**src/rtl/fetch_pc_unit.sv**
```systemverilog
// PC register and instruction-fetch sequencer with squash of stale in-flight fetches.
// Optional feature: define MISALIGN_TRAP_EN to trap misaligned redirects into a HALT state.
module fetch_pc_unit #(
  parameter logic [31:0] RESET_PC  = 32'h0000_0000,
  parameter logic [31:0] NOP_INSTR = 32'h0000_0013
) (
  input  logic        clk,
  input  logic        rst,
  input  logic        redirect_en,
  input  logic [31:0] EX_MEM_PC,
  output logic        imem_req,
  output logic [31:0] imem_addr,
  input  logic        imem_ack,
  input  logic [31:0] imem_rdata,
  output logic        if_valid,
  input  logic        id_ready,
  output logic [31:0] IF_ID_IR,
  output logic [31:0] IF_ID_PC,
  output logic [31:0] IF_ID_NPC,
  output logic        misalign_err
);

`ifdef MISALIGN_TRAP_EN
  typedef enum logic [1:0] {S_FETCH, S_FULL, S_DRAIN, S_HALT} state_t;
`else
  typedef enum logic [1:0] {S_FETCH, S_FULL, S_DRAIN} state_t;
`endif

  state_t      state_q;
  logic [31:0] pc_q;
  logic [31:0] pend_q;
  logic [31:0] ir_q;
  logic [31:0] id_pc_q;
  logic [31:0] id_npc_q;
  logic        valid_q;

  logic [31:0] pc_plus4_d;
  logic [31:0] target_d;

  assign pc_plus4_d = pc_q + 32'd4;
  assign target_d   = EX_MEM_PC & 32'hFFFF_FFFC;

`ifdef MISALIGN_TRAP_EN
  logic err_q;
  logic halt_pend_q;
  logic misaligned_d;
  assign misaligned_d = redirect_en && (EX_MEM_PC[1:0] != 2'b00);
  assign misalign_err = err_q;
`else
  assign misalign_err = 1'b0;
`endif

  // The request address is always pc_q: in DRAIN the new target waits in pend_q.
  assign imem_req  = !rst && (state_q == S_FETCH || state_q == S_DRAIN);
  assign imem_addr = pc_q;
  assign if_valid  = valid_q;
  assign IF_ID_IR  = ir_q;
  assign IF_ID_PC  = id_pc_q;
  assign IF_ID_NPC = id_npc_q;

  always_ff @(posedge clk) begin
    if (rst) begin
      state_q  <= S_FETCH;
      pc_q     <= RESET_PC;
      pend_q   <= RESET_PC;
      ir_q     <= NOP_INSTR;
      id_pc_q  <= RESET_PC;
      id_npc_q <= RESET_PC + 32'd4;
      valid_q  <= 1'b0;
`ifdef MISALIGN_TRAP_EN
      err_q       <= 1'b0;
      halt_pend_q <= 1'b0;
`endif
    end else begin
      case (state_q)
        S_FETCH: begin
`ifdef MISALIGN_TRAP_EN
          if (misaligned_d) begin
            err_q <= 1'b1;
            if (imem_ack) begin
              state_q <= S_HALT;
            end else begin
              halt_pend_q <= 1'b1;
              state_q     <= S_DRAIN;
            end
          end else
`endif
          if (redirect_en) begin
            if (imem_ack) begin
              pc_q <= target_d;
            end else begin
              pend_q  <= target_d;
              state_q <= S_DRAIN;
            end
          end else if (imem_ack) begin
            ir_q     <= imem_rdata;
            id_pc_q  <= pc_q;
            id_npc_q <= pc_plus4_d;
            valid_q  <= 1'b1;
            pc_q     <= pc_plus4_d;
            state_q  <= S_FULL;
          end
        end
        S_DRAIN: begin
`ifdef MISALIGN_TRAP_EN
          // A trap already taken only waits for the outstanding ack.
          if (halt_pend_q) begin
            if (imem_ack) state_q <= S_HALT;
          end else if (misaligned_d) begin
            err_q <= 1'b1;
            if (imem_ack) state_q <= S_HALT;
            else halt_pend_q <= 1'b1;
          end else
`endif
          if (redirect_en) begin
            if (imem_ack) begin
              pc_q    <= target_d;
              state_q <= S_FETCH;
            end else begin
              pend_q <= target_d;
            end
          end else if (imem_ack) begin
            pc_q    <= pend_q;
            state_q <= S_FETCH;
          end
        end
        S_FULL: begin
`ifdef MISALIGN_TRAP_EN
          if (misaligned_d) begin
            err_q   <= 1'b1;
            valid_q <= 1'b0;
            state_q <= S_HALT;
          end else
`endif
          if (redirect_en) begin
            valid_q <= 1'b0;
            pc_q    <= target_d;
            state_q <= S_FETCH;
          end else if (id_ready) begin
            valid_q <= 1'b0;
            state_q <= S_FETCH;
          end
        end
`ifdef MISALIGN_TRAP_EN
        S_HALT: state_q <= S_HALT;
`endif
        default: state_q <= S_FETCH;
      endcase
    end
  end

endmodule
```
**config.mk**
```make
export PLATFORM = sky130hd
export DESIGN_NAME = fetch_pc_unit
export DESIGN_NICKNAME = d
export VERILOG_FILES = /design/src/rtl/fetch_pc_unit.sv
export SDC_FILE = /design/constraint.sdc
export NUM_CORES = 1
export LEC_CHECK = 0
export BUFFER_PORTS_ARGS = -buffer_cell sky130_fd_sc_hd__buf_2
export CELL_PAD_IN_SITES_DETAIL_PLACEMENT = 1
export CELL_PAD_IN_SITES_GLOBAL_PLACEMENT = 1
export CORE_ASPECT_RATIO = 0.8
export CORE_MARGIN = 4
export CORE_UTILIZATION = 35
export DETAILED_ROUTE_END_ITERATION = 8
export HOLD_SLACK_MARGIN = 0.03
export PLACE_DENSITY_LB_ADDON = 0.1
export REMOVE_ABC_BUFFERS = 1
export SLEW_MARGIN = 10
export SYNTH_ARGS = -nofsm -noshare
export SYNTH_HDL_FRONTEND = slang
export SYNTH_SLANG_ARGS = --single-unit
```
**constraint.sdc**
```tcl
create_clock -name clk -period 2.1 [get_ports clk]
set_input_delay 0.42 -clock clk [delete_from_list [all_inputs] [get_ports clk]]
set_output_delay 0.42 -clock clk [all_outputs]
set_load 0.01 [all_outputs]
```
== Word-level counts from Yosys, hierarchy flattened ==
Index checks and enable logic that the tools add are counted.

* Flip-flop bits (word level): 161
* Input port bits: 69
* Output and inout bits: 131
* Logic and storage cells: 51

* $add $sub $neg: 1
* Equal/unequal tests: 10
* Muxes and demuxes: 19
* Bitwise gates (word level): 2
* Reduce and logical (&&, ||, !) cells: 12

{| class="wikitable"
|+ Operators by type and width
! operator !! count
|-
| $mux 32 || 6
|-
| $pmux 32 s3 || 1
|-
| $add 32x3->32 const B || 1
|-
| $mux 2 || 6
|-
| $ne 3x3->1 const B || 4
|-
| $reduce_and 4->1 || 3
|-
| $ne 2x2->1 const B || 4
|-
| $pmux 2 s3 || 1
|-
| $reduce_and 3->1 || 2
|-
| $mux 1 || 4
|-
| $reduce_bool 3->1 || 1
|-
| $eq 2x1->1 const B || 1
|-
| $eq 2x2->1 const B || 1
|-
| $logic_not 2->1 || 1
|-
| $not 1->1 || 2
|-
| $pmux 1 s2 || 1
|-
| $reduce_bool 2->1 || 1
|-
| $reduce_or 2->1 || 1
|-
| $logic_and 1x1->1 || 1
|-
| $logic_not 1->1 || 1
|-
| $logic_or 1x1->1 || 1
|}

== Longest topological paths before layout ==
* Depth in word-level cells: 4
* Mapped depth: 10

== Least setup slack after synthesis ==
No wires, ideal clock.

* Kind: register to register
* Start: register pc_q[3] (netlist: imem_addr[3])
* End: register pc_q[22] (netlist: imem_addr[22])
* Data arrival time: 2188 ps
* Data required time: 2014 ps
* Path slack: -174 ps
* Stages on the path, launching flop included: 7
* Buffers on the path: 0
* Clock period less this slack: 2274 ps
* Cell sequence: dfxtp_1 > ha_1 > nand3_1 > or4_1 > nor4_1 > mux2_2 > a211oi_1

* Cells in the longest elaborated chain, start to end: 4

{| class="wikitable"
|+ RTL lines
! what !! RTL line !! source
|-
| start: declaration || 30 || <nowiki>logic [31:0] pc_q;</nowiki>
|-
| start signal: assignment || 90 || <nowiki>pc_q <= target_d;</nowiki>
|-
| start signal: assignment || 100 || <nowiki>pc_q <= pc_plus4_d;</nowiki>
|-
| start signal: assignment || 117 || <nowiki>pc_q <= target_d;</nowiki>
|-
| $add 32x3->32 || 40 || <nowiki>assign pc_plus4_d = pc_q + 32'd4;</nowiki>
|-
| $mux 32 || 95 || <nowiki>end else if (imem_ack) begin</nowiki>
|-
| $mux 32 || 88 || <nowiki>if (redirect_en) begin</nowiki>
|-
| $pmux 32 s3 || 75 || <nowiki>case (state_q)</nowiki>
|}

No other way between the ends. The select of a mux whose other input is x is not followed.
A chain may end at the register's enable or synchronous reset.

== Final worst setup path ==
* Start: register pc_q[2] (netlist: imem_addr[2])
* End: register pc_q[22] (netlist: imem_addr[22])

The elaborated chain is that of the path after synthesis.

==> run metrics <==
count leader, synth nand2_1; Fmax 0.4915 GHz; ys async rst share 0%; First DRT Iteration DRCs 500; Cells after Synth 1061; crit-path cells ha_2 -> nand3_2 -> or4_4 -> nor4_4 -> mux2_2 -> a211oi_2; Nets 1344; drt via density 5.394; CTS tree yes; dpl ws -98.54 ps; cell row count 49; commonest cells in the netlist 241 x nand2_1, 159 x dfxtp_1, 149 x a21oi_1, 80 x clkbuf_1, 53 x nor2_1; final instance area 10570 um^2; Clock Skew 16.55 ps; GRT Util Overall 23.59%; final non-filler cell total 1591; PortBufs 196; Startpoint Class flop; routed len/inst 19.24 um; htree depth 4; crit-path leading delay family simple AND/OR/NAND/NOR gates; die area 25470 um^2; area of the multi-input gates 4419 um^2; Fin. Hold Viols 0; Least-Margin Pin Slew 507.4 ps; leakage power 4.357 nW; worst-path fanout max 2; cell area after synthesis 8038 um^2; Clk pin slew, worst setup/hold paths 70 ps; largest net degree at the start of global routing 48; First-pass DRT Iterations 5; Die X 177.4 um; vias in the first global route 8500; Required @ worst endpoint 2450 ps; PwrDens 864.7 nW/um^2; worst hold start imem_rdata[4]; initial antenna violation count 2; crit share post-route 96.88%; Post-synth top flop dfxtp_1; Worst R2R Start imem_addr[2]$_SDFFE_PP0P_; first-pass GRT wire length 47850 um; placed insts 1555; fin. max-slew vios 0; Clock Root Buffer clkbuf_16; Total Power 9.143 mW; area delta synth->final 31.55%; Worst slew margin 66.13%; MaxCap Viol Count 0; fin crit period 2035 ps; Sink Count 159; syn_area_per_cell 7.576 um^2; final setup fails 0; Core ar. 22560 um^2; final WL 30610 um; Crit. End Element flop; number of synthesized flops with an enable pin 0; IO Pins 200; area occupied by registers 3187 um^2; WP buf/inv 0; antenna viol nets, final 0; RSZ-0062 raised after global routing yes; type of the most critical hold path input port to flop; hpwl dp 21710 um; critical path arrival 2380 ps; Cell Area, Placed 9886 um^2; Seq cells post-synth 159; detailed-route DRC error count 0; CP max-delay cell or4_4; clock tree buffer depth 2; slowest stage delay, CP 570 ps; status finished, final reports clean; clk_lat worst skew 440 ps; synth unique cells 73; crit path kind flop to flop; Synth Warn # 0; initial core utilization 35.63%; Placer Congestion 0.8532; Synth top area share 39.60%; worst IR drop on VDD 611.4 uV; die height 143.5 um; vias post-DR 8582; remaining global-route overflow 0; Synth area leader dfxtp_1; Setup crit start imem_addr[2]$_SDFFE_PP0P_; sequential area share after synthesis 39.60%; Hold Slack 196.0 ps; Layout fillers 2868; cts bufs inserted 17; layout cells sized above 1 28.82%; worst setup margin 65.49 ps; top cells by area, synth dfxtp_1 40%, nand2_1 11%, a21oi_1 9.3%
==> sequential cells by signal, indices dropped and copies added (netlist names) <==
| signal | count |
|---|---|
| if_valid | 1 |
| pend_q | 30 |
| IF_ID_NPC | 30 |
| IF_ID_IR | 32 |
| state_q | 2 |
| IF_ID_PC | 32 |
| imem_addr | 32 |
==> per-stage QoR <==
step | util [%] | setup TNS [ps]
3_3_place_gp | 43.82 | -95.15
2_1_floorplan | - | -277690
4_1_cts | 46.58 | 0
6_report | 46.87 | 0
5_1_grt | 46.87 | -58.32
3_5_place_dp | 43.82 | -644.5
==> worst paths after layout <==
path / endpoint / slack, ps / depth (start not counted)
worst max-delay path: imem_addr[22]$_SDFFE_PP0P_ / 70 / 6
worst min-delay path: IF_ID_IR[4]$_SDFFE_PP1P_ / 200 / 3
worst max register to register: imem_addr[22]$_SDFFE_PP0P_ / 70 / 6
worst min register to register: IF_ID_PC[8]$_SDFFE_PP0P_ / 450 / 2
==> cell usage in the layout (no fill, tap or decap), types with 26 or more instances in the layout <==
cell	instances
nor2_1	50
a211oi_1	26
dfxtp_1	156
o21ai_0	43
a21oi_1	149
mux2i_1	26
buf_2	195
nand3_1	27
buf_4	94
nand2_1	241
==> tightest hold or removal path, stage by stage <==
cell     delay (ps)
buf_2            80
nand2_1          40
nand3_1          60
==> where the power goes <==
part / leakage (nW) / internal, mW / switching [mW]
registers: 1.30 / 3.27 / 0.166
logic: 2.79 / 1.07 / 1.56
clock network: 0.270 / 1.69 / 1.40
total: 4.36 / 6.02 / 3.12
==> cell families after synthesis <==
| family | count (synthesis) | synth area share [%] |
|---|---|---|
| compound gates | 323 | 24.75 |
| xor+xnor | 26 | 2.833 |
| fa+ha+maj | 4 | 0.6227 |
| buf+inv | 127 | 6.662 |
| flops | 159 | 39.60 |
| mux | 32 | 4.078 |
| other cells | 1 | 0.04666 |
| simple gates | 389 | 21.40 |
==> repair_timing <==
action,4_1_cts,5_1_grt
setup endpoints to repair,17,27
hold buffers,0,0
resized for setup,12,14
buffers inserted,1,2
pin swaps,1,4
==> layer usage <==
layer / routed length, um / track usage [%]
met4: 295 / 5.330
met3: 1505 / 4.314
met1: 14790 / 33.77
met2: 14020 / 37.21
met5: 0 / 0
==> layout make-up <==
class | instances | area share, %
clock buffer | 19 | 4.189
tap | 306 | 3.621
timing repair buffer | 304 | 18.53
sequential | 159 | 30.14
clock inverter | 13 | 1.207
inverter | 14 | 0.4970
antenna | 1 | 0.02367
multi-input combinational | 775 | 41.79
No activity file was read; power rests on OpenSTA's default activity.
